`config.mk`:
```
export PLATFORM = sky130hd
export DESIGN_NAME = arb_write_buffer_flat
export DESIGN_NICKNAME = d
export VERILOG_FILES = /design/src/rtl/arb_write_buffer_pkg.sv /design/src/rtl/arb_write_buffer_if.sv /design/src/rtl/arb_write_buffer_wb_fifo.sv /design/src/rtl/arb_write_buffer.sv /design/src/flat_wrapper.sv
export SDC_FILE = /design/constraint.sdc
export NUM_CORES = 1
export LEC_CHECK = 0
export CAP_MARGIN = 5
export CELL_PAD_IN_SITES_DETAIL_PLACEMENT = 0
export CELL_PAD_IN_SITES_GLOBAL_PLACEMENT = 2
export CORE_UTILIZATION = 36
export DETAILED_ROUTE_END_ITERATION = 10
export PLACE_DENSITY_LB_ADDON = 0.12
export SETUP_SLACK_MARGIN = 0.05
export SLEW_MARGIN = 20
export SYNTH_ARGS = -nofsm -noshare
export SYNTH_HDL_FRONTEND = slang
export SYNTH_SLANG_ARGS = --single-unit
```
`constraint.sdc`:
```
create_clock -name clk -period 7 [get_ports clk]
set_clock_uncertainty 0.05 [all_clocks]
set_input_delay 1.4 -clock clk [delete_from_list [all_inputs] [get_ports clk]]
set_output_delay 1.4 -clock clk [all_outputs]
set_load 0.01 [all_outputs]
```
`src/rtl/arb_write_buffer_pkg.sv`:
```
// Shared LC-3b memory-side types for the arbiter write buffer:
// word/line types, line address and the buffer FSM states.
package lc3b_types;

  typedef logic [15:0]  lc3b_word;
  typedef logic [127:0] lc3b_cache_line;
  typedef logic [11:0]  lc3b_line_addr;

  typedef enum logic [1:0] {
    IDLE,
    ACK,
    READ_L2,
    DRAIN
  } wb_state_t;

  function automatic lc3b_line_addr line_of(lc3b_word a);
    return a[15:4];
  endfunction

endpackage

```
`src/rtl/arb_write_buffer_if.sv`:
```
// Memory request/response bundle between arbiter, write buffer
// and L2. The requester side uses master, the responder slave.
interface arb_write_buffer_if;
  import lc3b_types::*;

  lc3b_word       mem_address;
  logic           mem_read;
  logic           mem_write;
  lc3b_cache_line mem_wdata;
  lc3b_cache_line mem_rdata;
  logic           mem_resp;

  modport master (
    output mem_address,
    output mem_read,
    output mem_write,
    output mem_wdata,
    input  mem_rdata,
    input  mem_resp
  );

  modport slave (
    input  mem_address,
    input  mem_read,
    input  mem_write,
    input  mem_wdata,
    output mem_rdata,
    output mem_resp
  );

endinterface

```
`src/rtl/arb_write_buffer_wb_fifo.sv`:
```
// wb_fifo: DEPTH-entry write-back line store with head/tail/count
// and a per-entry line match vector for merging and lookups.
module wb_fifo
  import lc3b_types::*;
#(
  parameter  int DEPTH = 4,
  localparam int IW    = $clog2(DEPTH)
) (
  input  logic             clk,
  input  logic             reset_n,
  input  logic             wr_en,
  input  logic             pop,
  input  lc3b_line_addr    req_line,
  input  lc3b_cache_line   wdata,
  output logic [DEPTH-1:0] match,
  output lc3b_cache_line   hit_data,
  output lc3b_line_addr    head_line,
  output lc3b_cache_line   head_data,
  output logic             full,
  output logic             empty
);

  localparam logic [IW:0] FULL_CNT = (IW+1)'(DEPTH);

  logic [IW:0]      count;
  logic [IW-1:0]    head;
  logic [IW-1:0]    tail;
  logic [IW-1:0]    hit_idx;
  logic [DEPTH-1:0] valid;
  logic             hit;
  logic             push;
  logic             ovw;
  logic             do_pop;

  lc3b_line_addr  lines [DEPTH];
  lc3b_cache_line data  [DEPTH];

  always_comb begin
    match = '0;
    for (int i = 0; i < DEPTH; i++)
      match[i] = valid[i] && (lines[i] == req_line);
  end

  always_comb begin
    hit_idx = '0;
    for (int i = DEPTH-1; i >= 0; i--)
      if (match[i]) hit_idx = IW'(i);
  end

  assign hit       = |match;
  assign full      = (count == FULL_CNT);
  assign empty     = (count == '0);
  assign push      = wr_en && !hit && !full;
  assign ovw       = wr_en && hit;
  assign do_pop    = pop && !empty;
  assign hit_data  = data[hit_idx];
  assign head_line = lines[head];
  assign head_data = data[head];

  always_ff @(posedge clk or negedge reset_n) begin
    if (!reset_n) begin
      valid <= '0;
      head  <= '0;
      tail  <= '0;
      count <= '0;
    end else begin
      if (push) begin
        valid[tail] <= 1'b1;
        tail        <= tail + IW'(1);
      end
      if (do_pop) begin
        valid[head] <= 1'b0;
        head        <= head + IW'(1);
      end
      unique case ({push, do_pop})
        2'b10:   count <= count + (IW+1)'(1);
        2'b01:   count <= count - (IW+1)'(1);
        default: ;
      endcase
    end
  end

  // Payload needs no reset: valid bits gate every use of it.
  always_ff @(posedge clk) begin
    if (push) begin
      lines[tail] <= req_line;
      data[tail]  <= wdata;
    end else if (ovw) begin
      data[hit_idx] <= wdata;
    end
  end

endmodule

```
`src/rtl/arb_write_buffer.sv`:
```
// Write buffer between L2 arbiter and L2: merges write-backs by line,
// drains them when idle. WB_READ_FORWARD_EN enables read forwarding.
module arb_write_buffer
  import lc3b_types::*;
#(
  parameter int DEPTH = 4
) (
  input  logic                clk,
  input  logic                reset_n,
  arb_write_buffer_if.slave   l2arb,
  arb_write_buffer_if.master  wb
);

`ifdef WB_READ_FORWARD_EN
  localparam bit FWD = 1'b1;
`else
  localparam bit FWD = 1'b0;
`endif

  wb_state_t        state;
  logic [DEPTH-1:0] match;
  lc3b_cache_line   hit_data;
  lc3b_line_addr    head_line;
  lc3b_cache_line   head_data;
  logic             full;
  logic             empty;
  logic             hit;
  logic             idle;
  logic             rd_fwd;
  logic             rd_miss;
  logic             wr_ok;
  logic             start_drain;
  logic             pop;

  assign hit     = |match;
  assign idle    = (state == IDLE);
  assign rd_fwd  = idle && l2arb.mem_read && hit && FWD;
  assign rd_miss = idle && l2arb.mem_read && !hit;
  assign wr_ok   = idle && !l2arb.mem_read && l2arb.mem_write
                   && (hit || !full);
  // Stalled reads and writes fall through to draining.
  assign start_drain = idle && !empty && !rd_fwd && !rd_miss && !wr_ok;
  assign pop         = (state == DRAIN) && wb.mem_resp;

  wb_fifo #(
    .DEPTH (DEPTH)
  ) u_fifo (
    .clk       (clk),
    .reset_n   (reset_n),
    .wr_en     (wr_ok),
    .pop       (pop),
    .req_line  (line_of(l2arb.mem_address)),
    .wdata     (l2arb.mem_wdata),
    .match     (match),
    .hit_data  (hit_data),
    .head_line (head_line),
    .head_data (head_data),
    .full      (full),
    .empty     (empty)
  );

  always_ff @(posedge clk or negedge reset_n) begin
    if (!reset_n) begin
      state           <= IDLE;
      l2arb.mem_rdata <= '0;
      l2arb.mem_resp  <= 1'b0;
      wb.mem_address  <= '0;
      wb.mem_read     <= 1'b0;
      wb.mem_write    <= 1'b0;
      wb.mem_wdata    <= '0;
    end else begin
      unique case (state)
        IDLE: begin
          unique case (1'b1)
            rd_fwd: begin
              l2arb.mem_rdata <= hit_data;
              l2arb.mem_resp  <= 1'b1;
              state           <= ACK;
            end
            rd_miss: begin
              wb.mem_read    <= 1'b1;
              wb.mem_address <= l2arb.mem_address;
              state          <= READ_L2;
            end
            wr_ok: begin
              l2arb.mem_resp <= 1'b1;
              state          <= ACK;
            end
            start_drain: begin
              wb.mem_write   <= 1'b1;
              wb.mem_address <= {head_line, 4'h0};
              wb.mem_wdata   <= head_data;
              state          <= DRAIN;
            end
            default: ;
          endcase
        end
        ACK: begin
          l2arb.mem_resp <= 1'b0;
          state          <= IDLE;
        end
        READ_L2: begin
          if (wb.mem_resp) begin
            wb.mem_read     <= 1'b0;
            l2arb.mem_rdata <= wb.mem_rdata;
            l2arb.mem_resp  <= 1'b1;
            state           <= ACK;
          end
        end
        DRAIN: begin
          if (wb.mem_resp) begin
            wb.mem_write <= 1'b0;
            state        <= IDLE;
          end
        end
        default: state <= IDLE;
      endcase
    end
  end

endmodule
```
`src/flat_wrapper.sv`:
```
// flat-port wrapper written by rule: the top's interface ports become plain ports
module arb_write_buffer_flat import lc3b_types::*;
#(
  parameter int DEPTH = 4
)
  (clk, reset_n, l2arb_mem_address, l2arb_mem_read, l2arb_mem_write, l2arb_mem_wdata, l2arb_mem_rdata, l2arb_mem_resp, wb_mem_address, wb_mem_read, wb_mem_write, wb_mem_wdata, wb_mem_rdata, wb_mem_resp);
  arb_write_buffer_if l2arb_i ();
  arb_write_buffer_if wb_i ();
  input  logic clk;
  input  logic reset_n;
  input wire logic [$bits(l2arb_i.mem_address)-1:0] l2arb_mem_address;
  input wire logic [$bits(l2arb_i.mem_read)-1:0] l2arb_mem_read;
  input wire logic [$bits(l2arb_i.mem_write)-1:0] l2arb_mem_write;
  input wire logic [$bits(l2arb_i.mem_wdata)-1:0] l2arb_mem_wdata;
  output wire logic [$bits(l2arb_i.mem_rdata)-1:0] l2arb_mem_rdata;
  output wire logic [$bits(l2arb_i.mem_resp)-1:0] l2arb_mem_resp;
  output wire logic [$bits(wb_i.mem_address)-1:0] wb_mem_address;
  output wire logic [$bits(wb_i.mem_read)-1:0] wb_mem_read;
  output wire logic [$bits(wb_i.mem_write)-1:0] wb_mem_write;
  output wire logic [$bits(wb_i.mem_wdata)-1:0] wb_mem_wdata;
  input wire logic [$bits(wb_i.mem_rdata)-1:0] wb_mem_rdata;
  input wire logic [$bits(wb_i.mem_resp)-1:0] wb_mem_resp;
  assign l2arb_i.mem_address = l2arb_mem_address;
  assign l2arb_i.mem_read = l2arb_mem_read;
  assign l2arb_i.mem_write = l2arb_mem_write;
  assign l2arb_i.mem_wdata = l2arb_mem_wdata;
  assign l2arb_mem_rdata = l2arb_i.mem_rdata;
  assign l2arb_mem_resp = l2arb_i.mem_resp;
  assign wb_mem_address = wb_i.mem_address;
  assign wb_mem_read = wb_i.mem_read;
  assign wb_mem_write = wb_i.mem_write;
  assign wb_mem_wdata = wb_i.mem_wdata;
  assign wb_i.mem_rdata = wb_mem_rdata;
  assign wb_i.mem_resp = wb_mem_resp;
  arb_write_buffer #(.DEPTH(DEPTH)) u_core (.clk(clk), .reset_n(reset_n), .l2arb(l2arb_i), .wb(wb_i));
endmodule
```
## Word-level counts from Yosys, hierarchy flattened

Memories as Yosys holds them, arrays and structs flattened. A register that Yosys moved wholly into a read port is not among the register bits.
Cells that the tools add are included.
Widths: inputs -> output; s select.

- Memories kept: 2
- Logic and storage cells: 114
- Register bits: 160
- Input bits: 277
- Output and inout bits: 275
- Bits in writable memories: 560

- Order comparisons: 4
- Eq/ne operators: 16
- Reduce and logical (&&, ||, !) cells: 43
- Bitwise gates (word level): 3
- Mux-type cells: 32
- $add $sub $neg: 4

Memories:

| name | depth | width | rd ports | clocked after Yosys merged registers in | wr ports | line | RTL |
|---|---|---|---|---|---|---|---|
| u_core.u_fifo.data | 4 | 128 | 1 | 1 | 1 | arb_write_buffer_wb_fifo.sv:36 | `lc3b_cache_line data [DEPTH];` |
| u_core.u_fifo.lines | 4 | 12 | 5 | 0 | 1 | arb_write_buffer_wb_fifo.sv:35 | `lc3b_line_addr lines [DEPTH];` |

Operators with widths:

| kind | count |
|---|---|
| $mux 128 | 1 |
| $reduce_or 128->1 | 1 |
| $eq 12x12->1 | 4 |
| $pmux 16 s2 | 1 |
| $logic_and 1x1->1 | 19 |
| $mux 2 | 7 |
| $mux 1 | 13 |
| $reduce_and 3->1 | 4 |
| $ne 2x2->1 const B | 5 |
| $mux 4 | 2 |
| $pmux 2 s4 | 1 |
| $reduce_bool 2->1 | 4 |
| $logic_not 1->1 | 7 |
| $eq 2x2->1 const B | 3 |
| $lt 2x3->1 const B | 2 |
| $pmux 2 s3 | 1 |
| $pmux 3 s2 | 1 |
| $reduce_and 2->1 | 3 |
| $add 2x1->2 const B | 2 |
| $and 4x4->4 | 1 |
| $demux 1 s2 | 2 |
| $eq 2x1->1 const B | 2 |
| $ge 2x1->1 const B | 2 |
| $ne 4x4->1 const B | 1 |
| 12 further kinds | 13 |

## Depth between registers and ports, before layout

An unclocked memory read counts as a cell.

- Word-level depth: 12
- Gate-level depth with buffers: 13
- Mapped depth without buffers: 12

## Hierarchy

Synthesis repeated with hierarchy kept, for this count alone.

- Cells, all modules: 2123
- Area, all modules: 37617.3 µm²

By module, submodules not included:

| module | instances | area each (µm²) | cells an instance | seq. area each (µm²) |
|---|---|---|---|---|
| wb_fifo | 1 | 26999.6 | 1493 | 17091.4 |
| arb_write_buffer | 1 | 10617.7 | 630 | 6931.6 |

## Worst setup path before layout

Ideal clock, no wire load.

- Path type: input to register
- From: input port l2arb_mem_address[13]
- To: memory u_core.u_fifo.data[2][0] (netlist name), enable pin
- Stages on the path: 8
- Path buffers: 1
- Data required time: 6.333 ns
- Library setup time: 0.617 ns
- Arrival time: 8.179 ns
- Path slack: -1.846 ns
- Path through: buf_2 xnor2_1 nand4_1 nor4_2 nor4_2 a31oi_2 nand2b_1 nor2_1

- Word-level cells in the longest chain between the ends: 11
- Elaborated cells on any way between the ends: 27
- Classes of those cells: 4 x eq/ne; 11 x mux; 12 x reduce/logical

RTL lines:

| item | line | RTL |
|---|---|---|
| from (decl) | flat_wrapper.sv:11 | `input wire logic [$bits(l2arb_i.mem_address)-1:0] l2arb_mem_address;` |
| $eq 12x12->1 | arb_write_buffer_wb_fifo.sv:41 | `match[i] = valid[i] && (lines[i] == req_line);` |
| $logic_and 1x1->1 | arb_write_buffer_wb_fifo.sv:41 |  |
| $reduce_or 4->1 | arb_write_buffer_wb_fifo.sv:50, arb_write_buffer.sv:35 |  |
| $logic_or 1x1->1 | arb_write_buffer.sv:40 | `&& (hit \|\| !full);` |
| $logic_and 1x1->1 | arb_write_buffer.sv:40 |  |
| $logic_and 1x1->1 (on tied branches) | arb_write_buffer_wb_fifo.sv:54, arb_write_buffer_wb_fifo.sv:53 |  |
| $mux 1 / $logic_and 1x1->1 (equally long branches) | arb_write_buffer_wb_fifo.sv:88, arb_write_buffer_wb_fifo.sv:53 |  |
| $mux 1 | arb_write_buffer_wb_fifo.sv:85 | `if (push) begin` |
| $mux 1 (implied by the code) | arb_write_buffer_wb_fifo.sv:89 | `data[hit_idx] <= wdata;` |
| $reduce_or 128->1 (no source line) | n/a |  |
| $mux 2 (no source line) / $mux 1 (equally long branches) | n/a |  |
| to (decl) | arb_write_buffer_wb_fifo.sv:36 |  |

Several ways; a longest one is shown, not always the timed one.

## Worst setup path in the final report

- From: input port l2arb_mem_address[11]
- To: memory u_core.u_fifo.data[3][47] (netlist name), enable pin

Same word-level chain as after synthesis.

==> metrics.yaml <==
power_and_ir_drop:
  seq_power_share: 0.396
  p_comb_frac: 0.323
  p_per_area_mw_per_mm2: 422
  power.leakage_uw: 0.0149
  swShare: 0.287
  internal_power_uw: 12700
  p_switching_uw: 5100
  pwr-share-clk: 0.281
  peakVddDrop_uv: 369
  finalPower_uw: 17800
drt:
  drc: 0
  drt_iter0_markers: 806
  wire_per_inst_um: 23.9
  dr_total_vias: 16300
  totalWireLength_um: 80400
  first_pass_iters: 6
  ant_nets: 0
  vias_per_cell: 4.83
clock_tree:
  clock_latency_ns: 0.64
  cts_sinks: 848
  cts_setup_buffers: 0
  clk_pin_slew_ns: 0.06
  clockBufferDepth: 3
  numCtsBuffers: 93
  cts_resized: 0
  cts_tree: "yes"
  ctsHoldBuffers: 0
  root_buffer: "clkbuf_16"
  htreeDepth: 3
global_route:
  grt_antenna_before_repair: 22
  grt_pass1_vias: 17400
  grtUsageMet2: 0.301
  grtUsageMet1: 0.215
  grt_max_degree: 155
  overflow: 0
  grt_pass1_wl_um: 118000
  grt_use_total: 0.178
  grt_use_met3: 0.0628
  grt.busiest_layer: "met2"
place:
  gp_congestion: 0.794
  preCtsSetupSlack_ns: 1.77
  placed_cell_area_mm2: 0.0389
  hpwl_um: 50800
  port_buffers: 551
critical_path:
  path_max_fanout: 49
  cp_top_family: "buffers and inverters"
  required_ns: 7.21
  path_cells: "clkdlybuf4s50_1, xnor2_1, nand4_1, nor4_2, nor4_2, a31oi_2, nand2b_1, nor2_4, buf_4"
  crit_type: "input pin to flip-flop"
  cp_slowest_cell: "buf_4"
  timing.critical_path.mode_cell: "nor4_2"
  cpPeakStageDelay_ns: 0.65
  worst-endpoint-arrival_ns: 4.75
  critical_path_buf_inv_count: 2
  cp-start-kind: "input pin"
  worstSetupEndpointType: "flip-flop"
logic_synthesis:
  ys_seq_area_frac: 0.753
  avgSynthCellArea_um2: 20.7
  synth.yosys.warnings: 0
  synth_cell_types: 42
  syn_area_mm2: 0.0319
  synth_edf_count: 560
  syn_inst: 1541
  synth_ff_type: "edfxtp_1"
  synthArstFlopShare: 0.340
  synth_fp_nets: 1832
  ys_ff_latch: 848
sta:
  setup_viol: 0
  period_needed_ns: 4.54
  fmax_mhz: 220
  final_max_slew_viol_count: 0
  hold_viol_final: 0
  rsz0062_at_grt: "false"
  fin_hold_ws_ns: 0.433
  setup_slack_ns: 2.46
  period_share: 0.648
  relSlewSlack: 0.330
  worst_pin_slew_ns: 1.01
cells_and_area:
  multi_input_area_mm2: 0.00746
  fillCellCount: 7392
  fin_area_mm2: 0.0421
  seqCellArea_mm2: 0.0240
  final_nets: 2419
  area_delta_synth_final_pct: 31.9
  utilization: 0.482
  drive_gt1_frac: 0.240
min_path:
  hold_path.class: "flip-flop to flip-flop"
die:
  num_rows: 108
  die_area_mm2: 0.0899
  die_x_um: 300
  initial_utilization: 0.366
  die_h_um: 300
  core-area_mm2: 0.0873
  ios: 552
outcome:
  status: "complete, no violations"
job:
  maxCapViolations: 0
metrics by stage:
stage                     instances  TNS (ns)
after CTS                      3362         0
final                          3369         0
after global placement         3187         0
after detailed placement       3187         0
after global routing           3368         0
after floorplan                1541   -945.06
layout make-up:
| class | instances | share of cell area |
|---|---|---|
| clock inverter | 36 | 0.0110 |
| inverter | 37 | 0.00330 |
| antenna | 6 | 0.000357 |
| clock buffer | 139 | 0.0649 |
| sequential | 848 | 0.571 |
| multi-input combinational | 578 | 0.177 |
| timing repair buffer | 570 | 0.138 |
| tap | 1155 | 0.0343 |
synthesized netlist by cell type, drive strengths merged, types with 2 or more instances:
cell type	instances	area, µm²
o21ai	5	25.0
a2bb2oi	4	35.0
mux4	140	3150
nor2b	3	18.8
xor2	2	17.5
buf	33	178
nor4	5	62.6
mux2i	2	20.0
mux2	256	2880
and3	5	31.3
nand2b	2	12.5
o2bb2ai	4	35.0
a221oi	13	114
edfxtp	560	16800
clkbuf	45	169
o22ai	3	18.8
nand2	14	52.6
dfrtp	288	7210
o22a	2	17.5
ha	13	163
nand3	6	30.0
xnor2	51	447
nand4	8	50.1
nor2	25	93.8
nor3	3	26.3
inv	37	139
a21oi	2	10.0
state kept, by name, indices dropped and copies added, names as in the netlist, 3 cells and up:
| register | count |
|---|---|
| u_core.u_fifo.data | 512 |
| u_core.wb.mem_wdata | 128 |
| u_core.u_fifo.count | 3 |
| u_core.u_fifo.lines | 48 |
| u_core.u_fifo.valid | 4 |
| u_core.wb.mem_address | 16 |
| u_core.l2arb.mem_rdata | 128 |
layer usage:
layer | vias up | part of all wire
met2 | 463 | 0.50
met5 | - | 0.0026
met1 | 8436 | 0.39
met4 | 30 | 0.025
met3 | 137 | 0.077
li1 | 7210 | -
cells by family (layout without fill, tap and decap cells):
group                    Yosys count  after routing  share of synthesized area
other                              0              6                          0
buffers and inverters            115            782                     0.0152
adder cells (fa/ha/maj)           14             14                    0.00572
AO/OA/AOI/OAI                     39             39                    0.00968
flip-flops                       848            848                      0.753
multiplexers                     398            398                      0.190
AND/OR/NAND/NOR                   74             74                     0.0125
XOR/XNOR                          53             53                     0.0145
path summary, 6_finish.rpt:
check | start | endpoint | slack [ns] | cells past startpoint
worst min register to register | u_core.wb.mem_wdata[115] | u_core.wb.mem_wdata[115] | 0.43 | 1
min in group asynchronous | reset_n | u_core.l2arb.mem_rdata[92] | 0.74 | 1
worst max register to register | u_core.u_fifo.lines[1][9] | u_core.u_fifo.data[3][47] | 3.51 | 8
worst max-delay path | l2arb_mem_address[11] | u_core.u_fifo.data[3][47] | 2.46 | 9
worst min-delay path | u_core.wb.mem_wdata[115] | u_core.wb.mem_wdata[115] | 0.43 | 1
max in group asynchronous | reset_n | u_core.wb.mem_wdata[25] | 4.64 | 3
power by group through the flow:
stage / Clock, µW / Sequential (µW) / Combinational, µW
after detailed placement: 0 / 7160 / 5900
final: 4990 / 7040 / 5740
after CTS: 5160 / 7070 / 5910
after global routing: 5350 / 7180 / 6180
after floorplan: 0 / 7380 / 2720
after global placement: 0 / 7120 / 5870
layout by cell type, fill, tap and decap left out, drive strengths merged, types with 2 or more instances in the layout:
cell type,netlist,layout
xor2,2,2
and3,5,5
a21oi,2,2
nand3,6,6
a2bb2oi,4,4
inv,37,40
edfxtp,560,560
clkinvlp,0,4
a221oi,13,13
mux2,256,256
nand2,14,14
nand2b,2,2
dfrtp,288,288
nand4,8,8
xnor2,51,51
nor2,25,25
clkbuf,45,139
buf,33,20
bufinv,0,7
ha,13,13
mux4,140,140
mux2i,2,2
diode,0,6
o21ai,5,5
clkdlybuf4s50,0,550
clkinv,0,22
o2bb2ai,4,4
o22ai,3,3
o22a,2,2
nor3,3,3
nor4,5,5
nor2b,3,3
Power figures use the tool's default switching activity.
